[src/rtl/dmem_lsu_if.sv]
// Pipeline-side request/response bundle for the data-memory load/store unit.
// master = MEM stage issuing requests, slave = dmem_lsu.
interface dmem_lsu_if #(
  parameter int DWL = 32,
  parameter int AWL = 9
);
  logic           req_valid;
  logic           req_ready;
  logic           req_we;
  logic [1:0]     req_size;
  logic           req_sgn;
  logic [AWL+1:0] req_addr;
  logic [DWL-1:0] req_wdata;
  logic           done;
  logic [DWL-1:0] rdata;
  logic           err;

  modport master (
    output req_valid, req_we, req_size,
    output req_sgn, req_addr, req_wdata,
    input  req_ready, done, rdata, err
  );

  modport slave (
    input  req_valid, req_we, req_size,
    input  req_sgn, req_addr, req_wdata,
    output req_ready, done, rdata, err
  );
endinterface

[src/rtl/dmem_lsu.sv]
// MEM-stage load/store initiator; sub-word stores are read-modify-write.
// Optional MISALIGN_TRAP_EN: misaligned half/word skip memory and flag err.
module dmem_lsu #(
  parameter int DWL = 32,
  parameter int AWL = 9
) (
  input  logic           CLK,
  input  logic           RSTN,
  dmem_lsu_if.slave      bus,
  output logic [AWL-1:0] DMA,
  output logic [DWL-1:0] DMWD,
  output logic           DMWE,
  input  logic [DWL-1:0] DMRD
);

  typedef enum logic [1:0] {
    IDLE, ACCESS, WRITE, DONE
  } state_t;

  state_t         state, state_n;
  logic           we_q;
  logic [1:0]     size_q;
  logic           sgn_q;
  logic [AWL+1:0] addr_q;
  logic [DWL-1:0] wdata_q;
  logic [DWL-1:0] merge_q;
  logic [DWL-1:0] rdata_q;

  logic           is_byte, is_half, is_word;
  logic           mis;
  logic [1:0]     lane;
  logic [4:0]     sh;
  logic [DWL-1:0] shifted;
  logic [DWL-1:0] ld_val;
  logic [DWL-1:0] bmask;
  logic [DWL-1:0] ins;
  logic [DWL-1:0] merged;

  assign is_byte = (size_q == 2'b00);
  assign is_half = (size_q == 2'b01);
  assign is_word = size_q[1];

`ifdef MISALIGN_TRAP_EN
  assign mis = (is_half & addr_q[0])
             | (is_word & |addr_q[1:0]);
`else
  assign mis = 1'b0;
`endif

  // Half lane ignores addr[0]; words always use lane 0.
  assign lane    = is_half ? {addr_q[1], 1'b0}
                 : is_byte ? addr_q[1:0] : 2'b00;
  assign sh      = {lane, 3'b000};
  assign shifted = DMRD >> sh;

  always_comb begin
    ld_val = DMRD;
    unique case (1'b1)
      is_byte: ld_val = {{(DWL-8){sgn_q & shifted[7]}},
                         shifted[7:0]};
      is_half: ld_val = {{(DWL-16){sgn_q & shifted[15]}},
                         shifted[15:0]};
      is_word: ld_val = DMRD;
      default: ld_val = DMRD;
    endcase
  end

  always_comb begin
    bmask = '0;
    ins   = '0;
    unique case (1'b1)
      is_byte: begin
        bmask = DWL'(8'hFF) << sh;
        ins   = DWL'(wdata_q[7:0]) << sh;
      end
      is_half: begin
        bmask = DWL'(16'hFFFF) << sh;
        ins   = DWL'(wdata_q[15:0]) << sh;
      end
      is_word: begin
        bmask = '1;
        ins   = wdata_q;
      end
      default: begin
        bmask = '1;
        ins   = wdata_q;
      end
    endcase
    merged = (merge_q & ~bmask) | (ins & bmask);
  end

  // Memory port decodes from state and latched request only.
  assign DMA  = addr_q[AWL+1:2];
  assign DMWE = (state == WRITE)
              | ((state == ACCESS) & we_q & is_word & ~mis);
  assign DMWD = DMWE ? merged : '0;

  assign bus.req_ready = (state == IDLE);
  assign bus.done      = (state == DONE);
  assign bus.err       = (state == DONE) & mis;
  assign bus.rdata     = rdata_q;

  always_comb begin
    state_n = state;
    unique case (state)
      IDLE:   if (bus.req_valid) state_n = ACCESS;
      ACCESS: begin
        if (!mis && we_q && !is_word) state_n = WRITE;
        else                          state_n = DONE;
      end
      WRITE:  state_n = DONE;
      DONE:   state_n = IDLE;
      default: state_n = IDLE;
    endcase
  end

  always_ff @(posedge CLK or negedge RSTN) begin
    if (!RSTN) begin
      state   <= IDLE;
      we_q    <= 1'b0;
      size_q  <= 2'b00;
      sgn_q   <= 1'b0;
      addr_q  <= '0;
      wdata_q <= '0;
      merge_q <= '0;
      rdata_q <= '0;
    end else begin
      state <= state_n;
      if (state == IDLE && bus.req_valid) begin
        we_q    <= bus.req_we;
        size_q  <= bus.req_size;
        sgn_q   <= bus.req_sgn;
        addr_q  <= bus.req_addr;
        wdata_q <= bus.req_wdata;
      end
      if (state == ACCESS && !mis) begin
        if (!we_q)         rdata_q <= ld_val;
        else if (!is_word) merge_q <= DMRD;
      end
    end
  end

endmodule
[src/flat_wrapper.sv]
// flat-port wrapper written by rule: the top's interface ports become plain ports
module dmem_lsu_flat 
#(
  parameter int DWL = 32,
  parameter int AWL = 9
)
  (CLK, RSTN, DMA, DMWD, DMWE, DMRD, bus_req_valid, bus_req_we, bus_req_size, bus_req_sgn, bus_req_addr, bus_req_wdata, bus_req_ready, bus_done, bus_rdata, bus_err);
  dmem_lsu_if #(.DWL(DWL), .AWL(AWL)) bus_i ();
  input  logic CLK;
  input  logic RSTN;
  output logic [AWL-1:0] DMA;
  output logic [DWL-1:0] DMWD;
  output logic DMWE;
  input  logic [DWL-1:0] DMRD;
  input wire logic [$bits(bus_i.req_valid)-1:0] bus_req_valid;
  input wire logic [$bits(bus_i.req_we)-1:0] bus_req_we;
  input wire logic [$bits(bus_i.req_size)-1:0] bus_req_size;
  input wire logic [$bits(bus_i.req_sgn)-1:0] bus_req_sgn;
  input wire logic [$bits(bus_i.req_addr)-1:0] bus_req_addr;
  input wire logic [$bits(bus_i.req_wdata)-1:0] bus_req_wdata;
  output wire logic [$bits(bus_i.req_ready)-1:0] bus_req_ready;
  output wire logic [$bits(bus_i.done)-1:0] bus_done;
  output wire logic [$bits(bus_i.rdata)-1:0] bus_rdata;
  output wire logic [$bits(bus_i.err)-1:0] bus_err;
  assign bus_i.req_valid = bus_req_valid;
  assign bus_i.req_we = bus_req_we;
  assign bus_i.req_size = bus_req_size;
  assign bus_i.req_sgn = bus_req_sgn;
  assign bus_i.req_addr = bus_req_addr;
  assign bus_i.req_wdata = bus_req_wdata;
  assign bus_req_ready = bus_i.req_ready;
  assign bus_done = bus_i.done;
  assign bus_rdata = bus_i.rdata;
  assign bus_err = bus_i.err;
  dmem_lsu #(.DWL(DWL), .AWL(AWL)) u_core (.CLK(CLK), .RSTN(RSTN), .bus(bus_i), .DMA(DMA), .DMWD(DMWD), .DMWE(DMWE), .DMRD(DMRD));
endmodule
[config.mk]
export PLATFORM = sky130hd
export DESIGN_NAME = dmem_lsu_flat
export DESIGN_NICKNAME = d
export VERILOG_FILES = /design/src/rtl/dmem_lsu_if.sv /design/src/rtl/dmem_lsu.sv /design/src/flat_wrapper.sv
export SDC_FILE = /design/constraint.sdc
export NUM_CORES = 1
export LEC_CHECK = 0
export CORE_MARGIN = 1.5
export CORE_UTILIZATION = 25
export CTS_CLUSTER_DIAMETER = 80
export CTS_CLUSTER_SIZE = 14
export DETAILED_ROUTE_END_ITERATION = 7
export SETUP_SLACK_MARGIN = 0.3
export SLEW_MARGIN = 15
export SYNTH_ARGS = -nofsm -noshare
export SYNTH_HDL_FRONTEND = slang
export SYNTH_SLANG_ARGS = --single-unit
[constraint.sdc]
create_clock -name CLK -period 4.7 [get_ports CLK]
set_input_delay 1.175 -clock CLK [delete_from_list [all_inputs] [get_ports CLK]]
set_output_delay 1.175 -clock CLK [all_outputs]
set_load 0.01 [all_outputs]
======== Yosys cells after proc, flatten, opt, wreduce, memory -nomap -nowiden ========
Index checks and enable logic that the tools add are counted.
word-level totals
  register bits ........................... 113
  input port bits ......................... 82
  output and inout port bits .............. 77
  logic and storage cells ................. 45
cells by class
  equality and inequality tests ........... 5
  shift operators ......................... 5
  mux-type cells .......................... 9
  bitwise logic cells ..................... 11
  reductions and logical operators ........ 7
operator list
  operator                                              number
  case mux 32 bit (2 select lines)                      3
  AND 32 bit                                            2
  2-to-1 mux 32 bit                                     1
  inverter 32 bit                                       1
  OR 32 bit                                             1
  left shift 16 x 5 -> 32 bit                           1
  left shift 16 x 5 -> 32 bit (first input constant)    1
  left shift 8 x 5 -> 32 bit                            1
  left shift 8 x 5 -> 32 bit (first input constant)     1
  >> shifter 32 x 5 -> 16 bit                           1
  case mux 2 bit (4 select lines)                       1
  2-to-1 mux 2 bit                                      3
  AND 1 bit                                             4
  equality test 2 x 1 -> 1 bit (second input constant)  2
  equality test 2 bit (second input constant)           2
  logical NOT 2 bit                                     2
  AND reduction 3 bit                                   1
  logical AND 1 bit                                     2
  != test 2 bit (second input constant)                 1
  inverter 1 bit                                        2
  AND reduction 2 bit                                   1
  logical NOT 1 bit                                     1
  2-to-1 mux 1 bit                                      1
  OR 1 bit                                              1

======== Longest topological paths before layout ========
Gate-level depths: netlist of run 1.
  depth after elaboration ................. 9
  depth in mapped cells ................... 8
  depth with buffers taken out ............ 6

======== Worst setup path before layout of run 1 ========
No wires, ideal clock.
  kind .................................... register -> output
  start ................................... register u_core.size_q[1]
  end ..................................... output port DMWD[10]
  arrival ................................. 1.616 ns
  data required time ...................... 3.525 ns
  slack ................................... 1.909 ns
  stages on the path, launching flop included .. 6
  path buffers ............................ 1
  path through ............................ dfrtp_1 -> clkbuf_1 -> a31oi_1 -> clkinv_1 -> o221ai_1 -> a21oi_1
between the ends
  elaborated cells between the ends (all ways) .. 17
  those cells by class .................... eq/ne (1); shift (4); mux (5); bitwise (6); reduce/logical (1)
RTL lines
  what                    line                RTL
  from (decl)             dmem_lsu.sv:22      logic [1:0] size_q;
  from (signal assigned)  dmem_lsu.sv:131     size_q <= bus.req_size;
  AND 1 bit               dmem_lsu.sv:95      | ((state == ACCESS) & we_q & is_word & ~mis);
  OR 1 bit                dmem_lsu.sv:95
  named net DMWE          flat_wrapper.sv:13  output logic DMWE;
  2-to-1 mux 32 bit       dmem_lsu.sv:96      assign DMWD = DMWE ? merged : '0;
  to (decl)               flat_wrapper.sv:12  output logic [DWL-1:0] DMWD;
The timed path passes the listed nets, and every way through them passes these cells.

======== Worst setup path in the final report of run 1 ========
  start ................................... register u_core.size_q[1]
  end ..................................... output port DMWD[16]
between the ends
  longest elaborated chain between the ends .. 9
  elaborated cells between the ends (all ways) .. 17
  those cells by class .................... eq/ne (1); shift (4); mux (5); bitwise (6); reduce/logical (1)
ends and longest elaborated chain
  what                                                                              line                            RTL
  logical NOT 2 bit                                                                 dmem_lsu.sv:39                  assign is_byte = (size_q == 2'b00);
  2-to-1 mux 2 bit                                                                  dmem_lsu.sv:52                  : is_byte ? addr_q[1:0] : 2'b00;
  2-to-1 mux 2 bit                                                                  dmem_lsu.sv:51                  assign lane = is_half ? {addr_q[1], 1'b0}
  left shift 16 x 5 -> 32 bit / left shift 8 x 5 -> 32 bit (equally long branches)  dmem_lsu.sv:77, dmem_lsu.sv:73
  case mux 32 bit (2 select lines)                                                  dmem_lsu.sv:71                  unique case (1'b1)
  inverter 32 bit                                                                   dmem_lsu.sv:89                  merged = (merge_q & ~bmask) | (ins & bmask);
  AND 32 bit                                                                        dmem_lsu.sv:89
  OR 32 bit                                                                         dmem_lsu.sv:89
  2-to-1 mux 32 bit (*)                                                             dmem_lsu.sv:96
Every way passes the cells marked *; elsewhere a longest branch is shown, timed or not.

==> results of run 1 <==
final cells by class:
cell class | count | share of cell area
flip-flops and latches | 113 | 0.3527
multi-input cells | 364 | 0.3171
repair buffers | 171 | 0.2088
clock buffers | 23 | 0.06086
well taps | 280 | 0.04370
clock inverters | 9 | 0.01311
inverters | 8 | 0.003745
final timing paths:
kind                                        to  slack [ns]
min in group asynchronous     u_core.addr_q[7]        0.84
max                                   DMWD[16]        0.64
max reg2reg                 u_core.merge_q[27]        2.14
min                        u_core.bus.rdata[0]        0.48
max in group asynchronous      u_core.state[0]        2.84
min reg2reg                u_core.bus.rdata[0]        0.48
per-stage QoR:
step	util	instances	area, um2	worst slack (ns)
2_1_floorplan	-	530	5610	1.909
3_3_place_gp	0.3392	936	7425	1.152
3_5_place_dp	0.3392	936	7425	1.159
4_1_cts	0.3663	968	8018	0.6830
5_1_grt	0.3663	968	8018	0.4553
6_report	0.3663	968	8018	0.6405
state kept, by name (all words and copies together), names as in the netlist:
signal	flops
u_core.wdata_q	32
u_core.state	2
u_core.size_q	2
u_core.sgn_q	1
u_core.bus.rdata	32
u_core.merge_q	32
u_core.we_q	1
u_core.addr_q	11
per-layer routing:
layer  up-vias  share of wire
met2       231           0.46
met1      2367           0.44
met3        20          0.087
met4         0          0.013
met5         -              0
li1       2194              -
critical path: stages, from the launching register on:
cell and delay, ns:
dfrtp_1 0.79, a31oi_2 0.32, buf_4 0.29, a311oi_1 0.43, clkdlybuf4s50_1 0.64
cells by family (layout without fill, tap and decap cells):
family / Yosys count / after routing / share of synthesized area
AO/OA/AOI/OAI: 130 / 130 / 0.1639
adder cells (fa/ha/maj): 4 / 4 / 0.008921
buffers and inverters: 53 / 211 / 0.04438
flip-flops: 113 / 113 / 0.5040
multiplexers: 87 / 87 / 0.1726
other: 1 / 1 / 0.0006684
AND/OR/NAND/NOR: 142 / 142 / 0.1055
power breakdown:
| group | total, mW | leakage, nW | switching (mW) | internal [mW] |
|---|---|---|---|---|
| registers | 1.94 | 1.33 | 0.455 | 1.48 |
| clock network | 1.29 | 0.293 | 0.452 | 0.833 |
| logic | 3.03 | 1.63 | 1.50 | 1.53 |
| total | 6.26 | 3.25 | 2.41 | 3.85 |
cells in the final DEF (no fill, tap or decap), drive strengths merged, types with 2 or more instances in the layout:
cell type / Yosys / routed
nand3: 10 / 10
buf: 16 / 15
mux2: 78 / 78
a221oi: 2 / 2
clkinv: 2 / 8
mux2i: 9 / 9
a22oi: 7 / 7
nand2b: 4 / 4
inv: 6 / 6
a21oi: 54 / 54
a222oi: 8 / 8
nor2: 56 / 56
a311oi: 8 / 8
dfrtp: 113 / 113
o22ai: 8 / 8
bufinv: 0 / 2
nor2b: 3 / 3
o221ai: 9 / 9
nand2: 64 / 64
o21ai: 13 / 13
clkbuf: 29 / 23
ha: 4 / 4
a22o: 10 / 10
clkdlybuf4s50: 0 / 156
a211oi: 6 / 6
==> results list, run 1 <==
- Power density cells: 780.2 nW/um2
- FF+latch count, synth: 113
- Gr busiest metal: met2
- Start point of the critical path: u_core.size_q[1]
* First drt pass iteration count: 7
- On the final layout, the worst hold slack is 0.4844 ns.
- Data on the critical path is required at its endpoint by 3.52 ns.
- The final layout contains 761 nets.
- The core region is 21890 um2.
- The filler cells instantiated in the layout total 2235.
- Setup repair after global routing left no endpoint under its margin.
* Crit path launch type: flip-flop
- Clk sink count: 113
- Setup TNS: 0 ns
- Post-synthesis net count: 616
- For this run, global-route usage on met1 was measured as 0.2289.
* Static leakage power: 3.253 nW
* DRC Markers: 0
- Entering global routing, the biggest net connects 64 pins.
- Worst supply voltage drop on vdd: 352.1 uV
- Final period utilization: 0.8637
- Gr usage total: 0.1666
* GR Layer Usage met2: 0.2527
* GR Layer Usage met3: 0.04977
- Dpl hpwl: 14.55 mm
* Average detailed-routed wire length per instance: 20.19 um
- Max-cap violations in this run came to 0.
* Number of top-level pins: 159
- Clock buffers created by TritonCTS: 17
* Hold Fails Final Rpt: 0
- Share of synthesized flip-flops with an asynchronous set or reset: 1.000
- The worst path needs 4.059 ns of the cycle, external delays included.
- Area share of the largest cell type after synthesis: 0.5040
- The path class of the tightest hold or removal check is reg2reg.
* Critical hold path startpoint: u_core.bus.rdata[0]
* CP endpoint kind: output port
* Highest Clock Rate: 0.2463 GHz
- Dominant cell by count in the synthesized netlist: dfrtp_1
- YS warnings: 0
- Counting along the longest clock path gives a buffer depth of 2.
- Fraction of final layout cells sized beyond drive strength 1: 0.2064
- Clock root buffer master: clkbuf_16
* Area Overhead vs Synth: 42.91%
* Die area: 23350 um2
- Number of distinct library cells after synthesis: 40
- Beginning of the worst register-to-register path: u_core.size_q[1]
* Post-DRT Antenna Nets: 0
* Setup Skew: 0.009745 ns
- Horizontal extent of the die: 152.8 um
- At the pin with the least slew margin, the transition time is 0.9364 ns.
- Hold Path Stages: 2
- In this run, post-CTS hold repair placed 0 buffers.
* Mean number of vias per cell: 4.971
- The most used flip-flop cell after synthesis is dfrtp_1.
- The number of antenna diodes in the final layout is 0.
* Wire length of the first global-routing pass: 29.06 mm
- Later-pin clock latency in the skew report: 0.42 ns
* Sequential share of the synthesized area: 0.5040
* Clock-pin transition on the worst setup and hold timing paths: 0.05 ns
* Number of placement rows: 54
- Synthesized area divided by synthesized cell count: 10.59 um2
- Setup violations remaining at the end of the flow were counted as 0.
* Max_slew headroom: 0.3744
- The number of global-route vias before repair is 4676.
- By count the netlist is led by 113 x dfrtp_1, 78 x mux2_2, 64 x nand2_1.
- The H-tree was split into 4 levels.
- For this block, the via count after detailed routing is 4812.
- The max-slew violation total from the final report is 0.
* Initial Util: 0.2563
* Port buffer count: 157
- Worst path arrival time: 2.88 ns
- Path type of the worst setup path: reg2out
- Gp weighted congestion: 0.8398
- The initial antenna violation count came to 1.
* Number of enable flip-flop cells after synthesis: 0
* Worst reg-to-reg path cell count: 4
- For this block, the routed nets add up to 19.55 mm of wire.
* Multi-input gate area: 2542 um2
* Post-CTS Repair Setup Buffers: 0
- Leading post-synthesis cells by cell area: dfrtp_1 50%, mux2_2 16%, nand2_1 4.3%
- Quantity of gates resized following cts: 0
* Aggregate global routing overflow: 0
- Largest driver fanout on the critical path: 20
- Starting DRT DRC Count: 334
* Clock tree from TritonCTS: yes
- Post-synth design cell area: 5610 um2
- Total power: 6.255 mW
- Die Y-Extent: 152.8 um
- Synthesis produced a netlist whose cell count is 530.
- Outcome: finished, final reports clean
* Combined flip-flop and latch cell area: 2828 um2
- The biggest area contributor in the post-synthesis netlist is dfrtp_1.
Power figures use the tool's default switching activity.
==> run 2, diff against run 1 <==
--- a/config.mk
+++ b/config.mk
@@ -6,10 +6,11 @@
 export NUM_CORES = 1
 export LEC_CHECK = 0
 export CORE_MARGIN = 1.5
-export CORE_UTILIZATION = 25
+export CORE_UTILIZATION = 40
 export CTS_CLUSTER_DIAMETER = 80
 export CTS_CLUSTER_SIZE = 14
 export DETAILED_ROUTE_END_ITERATION = 7
+export PLACE_DENSITY = 0.69
 export SETUP_SLACK_MARGIN = 0.3
 export SLEW_MARGIN = 15
 export SYNTH_ARGS = -nofsm -noshare
==> results list, run 2 (same netlist as run 1, synthesis figures left out) <==
- The leakage power summed over all cells is 3.242 nW (-0.34%).
* Uppermost layer routed: met4
- Non-filler cells, final: 866 (-11%)
- Longest individual stage delay on the worst path: 0.85 ns (+0.06 ns)
- The total DRC errors in the routed layout came to 0 (unchanged).
* Slew of the pin with the lowest slew margin: 0.9771 ns (+0.04076 ns)
- The flow ran to the end, and the final reports show no timing, DRC or antenna violations.
- Final period utilization: 0.8903 (+0.02656)
- Aggregate global routing overflow: 0 (unchanged)
- STA classifies the critical path endpoint as an output port.
- The number of placement rows is 43 (-20%).
- The overall power after layout is 6.280 mW (+0.39%).
- Share of total power in sequential cells: 0.312 (+0.002)
- The number of global-route vias before repair is 4674 (-0.043%).
- The normalized max-slew margin is 0.3472 (-0.02723).
- Most frequent cells in the layout: 156 x clkdlybuf4s50_1, 113 x dfrtp_1, 78 x mux2_2, 63 x nand2_1, 56 x nor2_1
- The clock network latency to the later pin of the worst-skew pair was 0.42 ns (about the same).
- Gp weighted congestion: 0.9166 (+9.1%)
- Cell-by-cell trace of the critical path: clkinvlp_4 -> a21oi_1 -> buf_4 -> mux2i_1 -> nor2_1 -> clkdlybuf4s50_1
- TritonCTS built the clock tree.
- The total inserted antenna cells came to 0 (unchanged).
* Met1 Routed Length: 7.571 mm (-12%)
- Wire length of the first global-routing pass: 26.54 mm (-8.7%)
- Die Y-Extent: 121.4 um (-21%)
* Worst Setup Slack post-DPL: 1.022 ns (-0.1362 ns)
- Crit path launch type: flip-flop
* Final hold slack: 0.4795 ns (-0.004884 ns)
- Quantity of gates resized following cts: 0 (unchanged)
- Mean number of vias per cell: 5.565 (+12%)
* Most common library cell in the layout ignoring fill and taps: clkdlybuf4s50_1
* Largest net degree at the start of global routing: 86 (+34%)
* RSZ-0062 raised after global routing: no
- The initial standard-cell utilization of the core came to 0.4073 (+0.1511).
- The count of hold-fix buffers inserted at cts came to 0 (unchanged).
- The arrival time of data at the critical path endpoint was 3.01 ns (+0.13 ns).
* Cell count after placement: 833 (-11%)
* Gr usage total: 0.2418 (+0.07523)
- Routed wl met2: 7.831 mm (-13%)
- The worst endpoint required time was 3.52 ns (about the same).
* Average detailed-routed wire length per instance: 19.65 um (-2.7%)
- The number of nets with antenna violations after detailed routing is 0 (unchanged).
- The filler cell count in the final layout came to 1216 (-46%).
- From synthesis to final layout, the design area changed by 41.21%.
- Clock buffers created by TritonCTS: 17 (unchanged)
- Portion of total power attributed to the clock network: 0.217 (+0.011)
- The number of nets in the final layout was 759 (-0.26%).
- The number of post-CTS setup repair buffers came to 0 (unchanged).
* Via count: 4819 (+0.15%)
- The routed wire length came to 17.02 mm (-13%).
- Largest driver fanout on the critical path: 23 (+15%)
- Antenna violations before repair: 0 (-1)
- The fraction of final layout cells with drive strength greater than 1 is 0.2055 (-0.0008560).
- The maximum buffer depth of the clock tree was 2 (unchanged).
- Endpoints failing setup: 0 (unchanged)
- Htree depth: 4 (unchanged)
- The tree is rooted in a clkbuf_16.
* Number of top-level pins: 159 (unchanged)
- Clk sink count: 113 (unchanged)
- The sum of net half-perimeters after detailed placement is 12.53 mm (-14%).
- Fin worst setup slack: 0.5157 ns (-0.1248 ns)
- Horizontal extent of the die: 121.4 um (-21%)
* Critical-path cell with the highest stage delay: dfrtp_1
- Clock-pin transition on the worst setup and hold timing paths: 0.06 ns (about the same)
- The internal power summed over all cells is 3.907 mW (+1.6%).
- The shortest clock period the worst path allows after layout is 4.184 ns (+0.1248 ns).
- The starting DRC count in detailed routing came to 495 (+48%).
- Maximum Capacitance Violations: 0 (unchanged)
- Die area: 14750 um2 (-37%)
- Fraction of power spent switching nets: 0.3778 (-0.007309)
- The power density relative to cell area came to 792.6 nW/um2 (+1.6%).
- The standard cell core area was 13770 um2 (-37%).
* Worst supply voltage drop on vdd: 329.5 uV (-6.4%)
- The net switching power figure was 2.372 mW (-1.5%).
* Highest Clock Rate: 0.2390 GHz (-3.0%)
- Gate family responsible for the most delay along the worst path: buffers and inverters
* Port buffer count: 157 (unchanged)
* First drt pass iteration count: 5 (-2)
- The number of hold-slack violations in the final timing report was 0 (unchanged).
- The worst setup path is of the reg2out kind.
* Hold crit path type: reg2reg
* Setup Skew: 0.009447 ns (-0.0002985 ns)
* Buffers and inverters on the worst path: 3 (+1)
* Combinational power share: 0.470 (-0.015)
- The final sum of negative setup slack was 0 ns (unchanged).
- Number of max-slew violations in the final report: 0 (unchanged)
- The detailed-routed wire length on met3 came to 1.169 mm (-31%).
run 2: per-layer routing:
metal	up-vias	GRT usage
met5	-	0
met4	0	0.09779
met3	33	0.05263
met2	234	0.3718
met1	2362	0.3313
li1	2190	-
run 2: power by group through the flow:
stage / combinational [mW] / sequential (mW) / clock, mW
after floorplan: 1.79 / 1.81 / 0
after global placement: 2.89 / 1.93 / 0
after detailed placement: 2.94 / 1.95 / 0
after CTS: 2.95 / 1.94 / 1.38
after global routing: 3.21 / 2.02 / 1.43
final: 2.95 / 1.96 / 1.37
run 2: worst min-delay path: stages, from the launching register on:
cell,delay (ns)
dfrtp_1,0.34
nand2_1,0.05
o21ai_0,0.06
run 2: path summary, 6_finish.rpt:
kind / slack [ns] / end / cells past startpoint / from
hold / removal: 0.48 / u_core.bus.rdata[3] / 2 / u_core.bus.rdata[3]
hold reg to reg: 0.48 / u_core.bus.rdata[3] / 2 / u_core.bus.rdata[3]
setup reg to reg: 2.09 / u_core.bus.rdata[19] / 6 / u_core.addr_q[1]
max in group asynchronous: 3.00 / u_core.addr_q[3] / 2 / RSTN
min in group asynchronous: 0.81 / u_core.bus.rdata[28] / 1 / RSTN
setup / recovery: 0.52 / DMWD[3] / 6 / u_core.addr_q[1]
run 2: area by class of cell:
type                    instances  area (um2)  area share
inverters                       8       33.78    0.004264
clock buffers                  20       446.7     0.05638
repair inverters                1       5.005   0.0006317
flip-flops and latches        113        2828      0.3569
well taps                     180       225.2     0.02843
repair buffers                168        1655      0.2089
multi-input cells             364        2547      0.3215
clock inverters                12       181.4     0.02290
run 2: per-stage QoR:
step | area (um2) | utilization
global route | 7923 | 0.5752
floorplan | 5610 | -
detailed placement | 7277 | 0.5283
global placement | 7277 | 0.5283
finish | 7923 | 0.5752
CTS | 7905 | 0.5739
==> run 3, diff against run 2 <==
==> constraint.sdc (replaced) <==
create_clock -name CLK -period 4.7 [get_ports CLK]
set_input_delay 1.175 -clock CLK [delete_from_list [all_inputs] [get_ports CLK]]
set_output_delay 1.175 -clock CLK [all_outputs]
set_load 0.005 [all_outputs]
==> results list, run 3 (same netlist as run 1, synthesis figures left out) <==
- Worst reg-to-reg path cell count: 6 (unchanged)
- Cell-by-cell trace of the critical path: inv_1 -> a21oi_1 -> buf_4 -> mux2i_1 -> nor2_1 -> clkdlybuf4s50_1
- The largest incremental delay on the critical path is 0.79 ns (-0.06 ns).
- The detailed-route via count is 4842 (+0.48%).
- The largest individual stage delay along the critical path comes from the cell dfrtp_1.
* Area Overhead vs Synth: 41.24% (about the same)
- The flow ran to the end, and the final reports show no timing, DRC or antenna violations.
- Net switching power: 2.236 mW (-5.7%)
- Number of hold buffers added after cts: 0 (unchanged)
- For hold timing, the worst endpoint is u_core.bus.rdata[3].
* Die Y-Extent: 121.4 um (unchanged)
* Largest net degree at the start of global routing: 82 (-4.7%)
* Clock buffers created by TritonCTS: 17 (unchanged)
- Clock tree from TritonCTS: yes
- Maximum Capacitance Violations: 0 (unchanged)
- The fraction of met3 tracks used by global routing is 0.05451 (+0.001880).
* Most frequent cells in the layout: 156 x clkdlybuf4s50_1, 113 x dfrtp_1, 78 x mux2_2, 63 x nand2_1, 56 x nor2_1
* First drt pass iteration count: 5 (unchanged)
* Sum of routed wire length over all layers: 17.22 mm (+1.2%)
* Die area: 14750 um2 (unchanged)
* Final period utilization: 0.8976 (+0.007373)
* DRC Markers: 0 (unchanged)
- The power share of the sequential group came to 0.318 (+0.006).
- The worst setup path is captured at an output port.
* Gr usage total: 0.2416 (about the same)
- The fraction of final layout cells with drive strength greater than 1 came to 0.2029 (-0.002620).
- The worst register-to-register path ends at u_core.bus.rdata[30].
- Number of top-level pins: 159 (unchanged)
- The via density per instance is 5.598 (+0.59%).
- The clock transition at the registers of the reported paths came to 0.05 ns (about the same).
- Vias in the first global route: 4762 (+1.9%)
- The number of hold-slack violations in the final timing report was 0 (unchanged).
- The internal power summed over all cells came to 3.899 mW (-0.20%).
- Initial Util: 0.4073 (unchanged)
- The path class of the tightest hold or removal check is reg2reg.
- The global-route congestion overflow total is 0 (unchanged).
* Worst path arrival time: 3.04 ns (+0.03 ns)
- The number of gates resized after CTS was 0 (unchanged).
- The post-route worst hold slack is 0.4737 ns (-0.005796 ns).
- Leaving out fill and tap cells, the most frequent cell in the layout is clkdlybuf4s50_1.
* Max_slew headroom: 0.2504 (-0.09679)
- The shortest clock period the worst path allows after layout is 4.219 ns (+0.03465 ns).
* Endpoints failing setup: 0 (unchanged)
- Number of placement rows: 43 (unchanged)
- RSZ-0062 raised after global routing: no
- Dpl hpwl: 12.37 mm (-1.3%)
* Required time worst endpoint: 3.52 ns (about the same)
- The standard cell core area was 13770 um2 (unchanged).
- Crit path launch type: flip-flop
- The combinational share of power came to 0.458 (-0.012).
* Power density cells: 774.3 nW/um2 (-2.3%)
- The worst hold path begins at u_core.bus.rdata[3].
- Gp weighted congestion: 0.8799 (-4.0%)
* Worst supply voltage drop on vdd: 341.5 uV (+3.6%)
* Fraction of power spent switching nets: 0.3645 (-0.01328)
* Portion of total power attributed to the clock network: 0.224 (+0.007)
- Port buffer count: 157 (unchanged)
* Highest Clock Rate: 0.2370 GHz (-0.82%)
- Hold Path Stages: 2 (unchanged)
* Diodes inserted: 0 (unchanged)
* Htree depth: 4 (unchanged)
- The starting DRC count in detailed routing was 513 (+3.6%).
- Later-pin clock latency in the skew report: 0.42 ns (about the same)
- The first-pass GRT wire length is 26.60 mm (+0.23%).
- The maximum fanout count along the critical path came to 22 (-4.3%).
* Worst reg-to-reg setup slack: 2.13 ns (+0.04 ns)
- Maximum count of clock buffers along a single path: 2 (unchanged)
- Static leakage power: 3.256 nW (+0.41%)
* Number of max-slew violations in the final report: 0 (unchanged)
- The number of clock sinks is 113 (unchanged).
- Path type of the worst setup path: reg2out
* Horizontal extent of the die: 121.4 um (unchanged)
- GR Layer Usage met2: 0.3722 (about the same)
* Average detailed-routed wire length per instance: 19.90 um (+1.3%)
- Beginning of the worst register-to-register path: u_core.addr_q[1]
* Filler cell count: 1189 (-2.2%)
- Slew of the pin with the lowest slew margin: 1.120 ns (+0.1433 ns)
- Clock root buffer master: clkbuf_16
* Global routing usage on met1: 0.3360 (+0.004645)
* Setup Skew: 0.005837 ns (-0.003610 ns)
- Nets: 758 (-0.13%)
- Antenna violations before repair: 0 (unchanged)
- Post-CTS Repair Setup Buffers: 0 (unchanged)
* Post-DRT Antenna Nets: 0 (unchanged)
- Setup TNS: 0 ns (unchanged)
- Gr busiest metal: met2
-- run 3: worst max-delay path by stage --
stage / start / end / slack [ns]
global route: u_core.addr_q[1] / DMWD[4] / 0.33
global placement: u_core.addr_q[1] / DMWD[3] / 1.03
detailed placement: u_core.addr_q[1] / DMWD[4] / 1.04
CTS: u_core.addr_q[1] / DMWD[3] / 0.57
floorplan: u_core.size_q[1] / DMWD[10] / 1.98
finish: u_core.addr_q[1] / DMWD[4] / 0.48
-- run 3: through the flow --
stage	setup WS [ns]	instances	cell area, um2	total power [mW]	util
global route	0.3307	865	7924	6.502	0.5753
CTS	0.5667	864	7896	6.134	0.5733
detailed placement	1.038	832	7269	4.733	0.5278
floorplan	1.979	530	5610	3.467	-
finish	0.4811	865	7924	6.136	0.5753
global placement	1.034	832	7269	4.672	0.5278
-- run 3: layer usage --
metal / vias up / wire (um)
li1: 2189 / -
met5: - / 0
met2: 246 / 7974
met4: 0 / 274
met1: 2383 / 7507
met3: 24 / 1460
-- run 3: power groups by stage --
stage / logic, mW / registers, mW / clock network (mW)
after floorplan: 1.71 / 1.76 / 0
after global placement: 2.74 / 1.93 / 0
after detailed placement: 2.79 / 1.94 / 0
after CTS: 2.81 / 1.94 / 1.39
after global routing: 3.06 / 2.01 / 1.43
final: 2.81 / 1.95 / 1.38
-- run 3: worst max-delay path: cells and delay by family (launching register included) --
family	cells	cell delay (ns)
flip-flops	1	0.79
AND/OR/NAND/NOR	1	0.18
AO/OA/AOI/OAI	1	0.30
multiplexers	1	0.08
buffers and inverters	3	1.27
-- run 3: cell type report --
type,instances,area [um2],area share
clock buffers,20,446.7,0.05637
clock inverters,12,180.2,0.02274
repair buffers,168,1672,0.2110
flip-flops and latches,113,2828,0.3569
multi-input cells,364,2542,0.3209
well taps,180,225.2,0.02842
inverters,8,30.03,0.003790
